==> src/rtl/ram_write_arbiter.sv <==
// Two-requester round-robin write arbiter for the shared data RAM.
// Bounded bursts per grant; a single registered write port toward the RAM.
//
// state  | meaning
// IDLE   | no owner, waiting for a valid request
// GRANT0 | requester 0 (ALU writeback) owns the RAM write port
// GRANT1 | requester 1 (host loader) owns the RAM write port
module ram_write_arbiter #(
    parameter int DATA_WIDTH = 16,
    parameter int ADDR_WIDTH = 8,
    parameter int MAX_BURST  = 4
) (
    input  logic                  Clock,
    input  logic                  Reset,
    input  logic                  iReq0Valid,
    input  logic [ADDR_WIDTH-1:0] iReq0Addr,
    input  logic [DATA_WIDTH-1:0] iReq0Data,
    output logic                  oReq0Ready,
    input  logic                  iReq1Valid,
    input  logic [ADDR_WIDTH-1:0] iReq1Addr,
    input  logic [DATA_WIDTH-1:0] iReq1Data,
    output logic                  oReq1Ready,
    output logic                  oWriteEnable,
    output logic [ADDR_WIDTH-1:0] oWriteAddress,
    output logic [DATA_WIDTH-1:0] oDataIn,
    output logic [1:0]            oGrant
);

    typedef enum logic [1:0] {
        IDLE   = 2'd0,
        GRANT0 = 2'd1,
        GRANT1 = 2'd2
    } arbState_t;

    localparam logic [3:0] BurstMax = 4'(MAX_BURST);

    arbState_t  state;
    arbState_t  nextState;
    logic       rLast;
    logic [3:0] burstCount;
    logic       xfer0;
    logic       xfer1;
    logic       burstDone;

    assign xfer0 = iReq0Valid && (state == GRANT0);
    assign xfer1 = iReq1Valid && (state == GRANT1);

    // The transfer at this edge counts toward the burst, so the owner
    // yields right after its MAX_BURST-th write rather than one later.
    assign burstDone = ({1'b0, burstCount} + 5'd1) >= {1'b0, BurstMax};

    always_comb begin
        nextState = state;
        case (state)
            IDLE: begin
                if (iReq0Valid && iReq1Valid) begin
                    nextState = rLast ? GRANT0 : GRANT1;
                end else if (iReq0Valid) begin
                    nextState = GRANT0;
                end else if (iReq1Valid) begin
                    nextState = GRANT1;
                end
            end
            GRANT0: begin
                if (iReq0Valid) begin
                    if (burstDone && iReq1Valid) begin
                        nextState = GRANT1;
                    end
                end else if (iReq1Valid) begin
                    nextState = GRANT1;
                end else begin
                    nextState = IDLE;
                end
            end
            GRANT1: begin
                if (iReq1Valid) begin
                    if (burstDone && iReq0Valid) begin
                        nextState = GRANT0;
                    end
                end else if (iReq0Valid) begin
                    nextState = GRANT0;
                end else begin
                    nextState = IDLE;
                end
            end
            default: nextState = IDLE;
        endcase
    end

    always_ff @(posedge Clock or posedge Reset) begin
        if (Reset) begin
            state      <= IDLE;
            rLast      <= 1'b1;
            burstCount <= 4'd0;
        end else begin
            state <= nextState;
            if (nextState == GRANT0) begin
                rLast <= 1'b0;
            end else if (nextState == GRANT1) begin
                rLast <= 1'b1;
            end
            if (nextState != state) begin
                burstCount <= 4'd0;
            end else if ((xfer0 || xfer1) && (burstCount < BurstMax)) begin
                burstCount <= burstCount + 4'd1;
            end
        end
    end

    always_ff @(posedge Clock or posedge Reset) begin
        if (Reset) begin
            oWriteEnable  <= 1'b0;
            oWriteAddress <= '0;
            oDataIn       <= '0;
        end else begin
            oWriteEnable <= xfer0 || xfer1;
            if (xfer0) begin
                oWriteAddress <= iReq0Addr;
                oDataIn       <= iReq0Data;
            end else if (xfer1) begin
                oWriteAddress <= iReq1Addr;
                oDataIn       <= iReq1Data;
            end
        end
    end

    assign oReq0Ready = (state == GRANT0);
    assign oReq1Ready = (state == GRANT1);
    assign oGrant     = {state == GRANT1, state == GRANT0};

endmodule
==> config.mk <==
export PLATFORM = sky130hd
export DESIGN_NAME = ram_write_arbiter
export DESIGN_NICKNAME = d
export VERILOG_FILES = /design/src/rtl/ram_write_arbiter.sv
export SDC_FILE = /design/constraint.sdc
export NUM_CORES = 1
export LEC_CHECK = 0
export CAP_MARGIN = 20
export CORE_ASPECT_RATIO = 0.9
export CORE_UTILIZATION = 36
export CTS_CLUSTER_DIAMETER = 40
export DETAILED_ROUTE_END_ITERATION = 8
export PLACE_DENSITY = 0.75
export SKIP_CTS_REPAIR_TIMING = 1
export SLEW_MARGIN = 40
export SYNTH_ARGS = -nofsm -noshare
export SYNTH_HDL_FRONTEND = slang
export SYNTH_SLANG_ARGS = --single-unit
==> constraint.sdc <==
create_clock -name Clock -period 1.9 [get_ports Clock]
set_input_delay 0.38 -clock Clock [delete_from_list [all_inputs] [get_ports Clock]]
set_output_delay 0.38 -clock Clock [all_outputs]
set_load 0.01 [all_outputs]
==> impl.org <==
** Run status
- The run finished with clean final reports.

** CTS
- The clock tree synthesis step divided the H-tree into 2 levels.
- In this run the clock root is driven by a clkbuf_8.
- Clock Pin Slew Worst Setup and Hold Paths :: 0.06 ns
- Clock tree from TritonCTS :: built
- Clock latency reported for the late side of the worst-skew pair :: 0.27 ns
- Clock tree sinks :: 32
- Deepest clock path buffer count :: 2
- TritonCTS created 5 clock buffers.

** STA
- The max-slew violation total from the final report was 0.
- Measured against its own limit, the worst slew margin works out to 0.738.
- Post-route worst setup slack :: 0.0787 ns
- Worst-margin pin slew :: 0.393 ns
- Final clock skew :: 0.00157 ns
- The worst path in the final design needs a cycle of 1.82 ns, including I/O delays and setup.
- The number of hold violations in the final report came to 0.
- Derived from the worst setup path, the maximum achievable clock frequency is 549 MHz.
- In the finished design, the share of the clock period the worst path needs comes to 0.959.
- Setup violations remaining at the end of the flow were counted as 0.
- Final worst hold slack :: 0.477 ns
- Final setup TNS :: 0 ns

** Synth
- Total nets after synthesis :: 222
- Of all flip-flops after synthesis, the portion carrying an async set or reset was 1.00.
- Number of enable-type register cells in the synthesized netlist :: 0
- Synth warn :: 0
- Synthesis produced a netlist whose cell count is 167.
- Synth cell types :: 34
- Post-synthesis instance area :: 0.00166 mm2
- Synthesis inferred 32 register bits.
- Sequential cell area fraction in the yosys report :: 0.482
- Mean instance size in the synthesized netlist :: 9.96 um2
- The most used flip-flop cell after synthesis is dfrtp_1.

** Setup path
- Reg-to-reg slack, setup :: 0.08 ns
- Crit-path max FO :: 5
- For the worst setup path, the data required time is 2.10 ns.
- STA classifies the critical path startpoint as a flop.
- Worst Setup End Kind :: flop
- Crit path kind :: reg2reg
- Arrival @ worst endpoint :: 2.02 ns

** Detailed routing
- DR vias/cell :: 4.71
- Post-detailed-route count of antenna-violating nets :: 0
- Initial DRT Pass Iterations :: 6
- Total Routed Length :: 3.87 mm
- After detailed routing, the average wire length per cell comes to 12.2 um.
- Drt first-iter violations :: 73
- In the routed design, unresolved DRC markers number 0.
- Detailed routing inserted a total of 1498 vias.

** Cells and area
- Total area of sequential cells :: 805 um2
- Relative area change from synthesis to final layout :: 61.8%
- The number of antenna diodes in the final layout is 0.
- Measured on the finished design, the core utilization comes to 0.608.
- Counting the fill cells in the layout gives 394.
- In the final layout, the share of cells above drive strength 1 is 0.113.
- Multi-input gate area in the final layout :: 778 um2
- In the layout the commonest cells are clkdlybuf4s50_1, nand2_1, dfrtp_1, mux2i_1, o21ai_0.
- Number of nets at the end of the flow :: 310
- The library cell used most frequently in the layout, excluding fill and tap cells, is clkdlybuf4s50_1.

** Floorplanning
- The floorplan step defined a die boundary enclosing 0.00490 mm2.
- Chip Width :: 73.7 um
- The initial utilization of the core area, before any placement, comes to 0.375.
- The die is 66.5 um tall.
- The core region is 0.00443 mm2.
- The floorplan has 23 rows.
- IO Pins :: 81

** GRT
- Via count of the first global-routing pass :: 1299
- Initial antenna violation count :: 0
- After global routing the overflow that remains totals 0.
- Entering global routing, the biggest net connects 42 pins.
- The first global-routing pass estimated 5.80 mm of wire.
- For this run, the total global-route usage over all layers was measured as 0.162.

** Min path
- Worst min-delay path class :: reg2reg

** Flow run
- Across the run, the number of max-cap violations was 0.

** Power
- Peak ir drop on the vdd network :: 0.000630 V
- Leakage power of the design :: 1.32 nW
- For this design the ratio of total power to cell area is 1160 mW/mm2.
- Overall power consumption after layout is estimated at 3.12 mW.

** Placement
- In this run the tool buffered the top-level ports with 80 buffer cells.
- Worst setup slack after placement :: -0.0214 ns
- The wire-length estimate of the detail-placed layout is 2.81 mm.
- The congestion estimate from routability-driven global placement came to 0.866.
layout make-up:
type                            count  share of cell area
Timing Repair Buffer               94               0.343
Inverter                            5             0.00697
Multi-Input combinational cell    117               0.289
Tap cell                           62              0.0288
Clock buffer                        8              0.0335
Sequential cell                    32               0.299
routing by layer:
layer	track usage	routed length, um	part of all wire
met1	0.201	1710	0.44
met2	0.242	1770	0.46
met3	0.0696	299	0.077
met4	0.0721	94	0.024
met5	0	0	0
state kept, by name (all words and copies together) (netlist names):
signal         count
oDataIn           16
oWriteAddress      8
burstCount         4
state              2
oWriteEnable       1
rLast              1
power breakdown:
group | internal (mW) | leakage, nW | total [mW] | switching (mW)
Sequential | 0.966 | 0.398 | 1.13 | 0.160
Clock | 0.295 | 0.0455 | 0.513 | 0.218
Combinational | 0.856 | 0.878 | 1.48 | 0.622
synth_stat cells (3+ instances only):
master	count	share of area
buf_2	3	0.0090
buf_4	4	0.018
o21ai_1	3	0.0090
dfrtp_1	31	0.47
clkbuf_1	4	0.0090
nand3b_1	3	0.014
inv_1	4	0.0090
mux2i_1	26	0.16
ha_1	3	0.023
nor2_1	6	0.014
o21ai_0	23	0.069
nand2_1	29	0.065
stage by stage:
| step | instance area, um2 | cells |
|---|---|---|
| final | 2690 | 318 |
| after global routing | 2690 | 318 |
| after CTS | 2620 | 312 |
| after detailed placement | 2530 | 304 |
| after global placement | 2530 | 304 |
| after floorplan | 1660 | 167 |
critical path: stages (launching register included):
cell and delay, ns:
dfrtp_1 0.35, ha_2 0.22, and2_4 0.17, nand2_1 0.07
o311a_1 0.33, a22oi_1 0.20, ha_1 0.26, mux2i_1 0.15
cell families after synthesis:
family          after synthesis  share of synthesized area
compound gates               42                      0.152
xor+xnor                      2                     0.0105
fa+ha+maj                     3                     0.0226
buf+inv                      18                     0.0609
flops                        32                      0.482
mux                          26                      0.156
simple gates                 44                      0.116
worst paths after layout:
check,from,end,cells after the start
max,burstCount[0],rLast,7
min,oDataIn[8],oDataIn[8],2
max reg2reg,burstCount[0],rLast,7
min reg2reg,oDataIn[8],oDataIn[8],2
max in group asynchronous,Reset,rLast,3
min in group asynchronous,Reset,oDataIn[13],3
(Power assumes the default switching activity.)
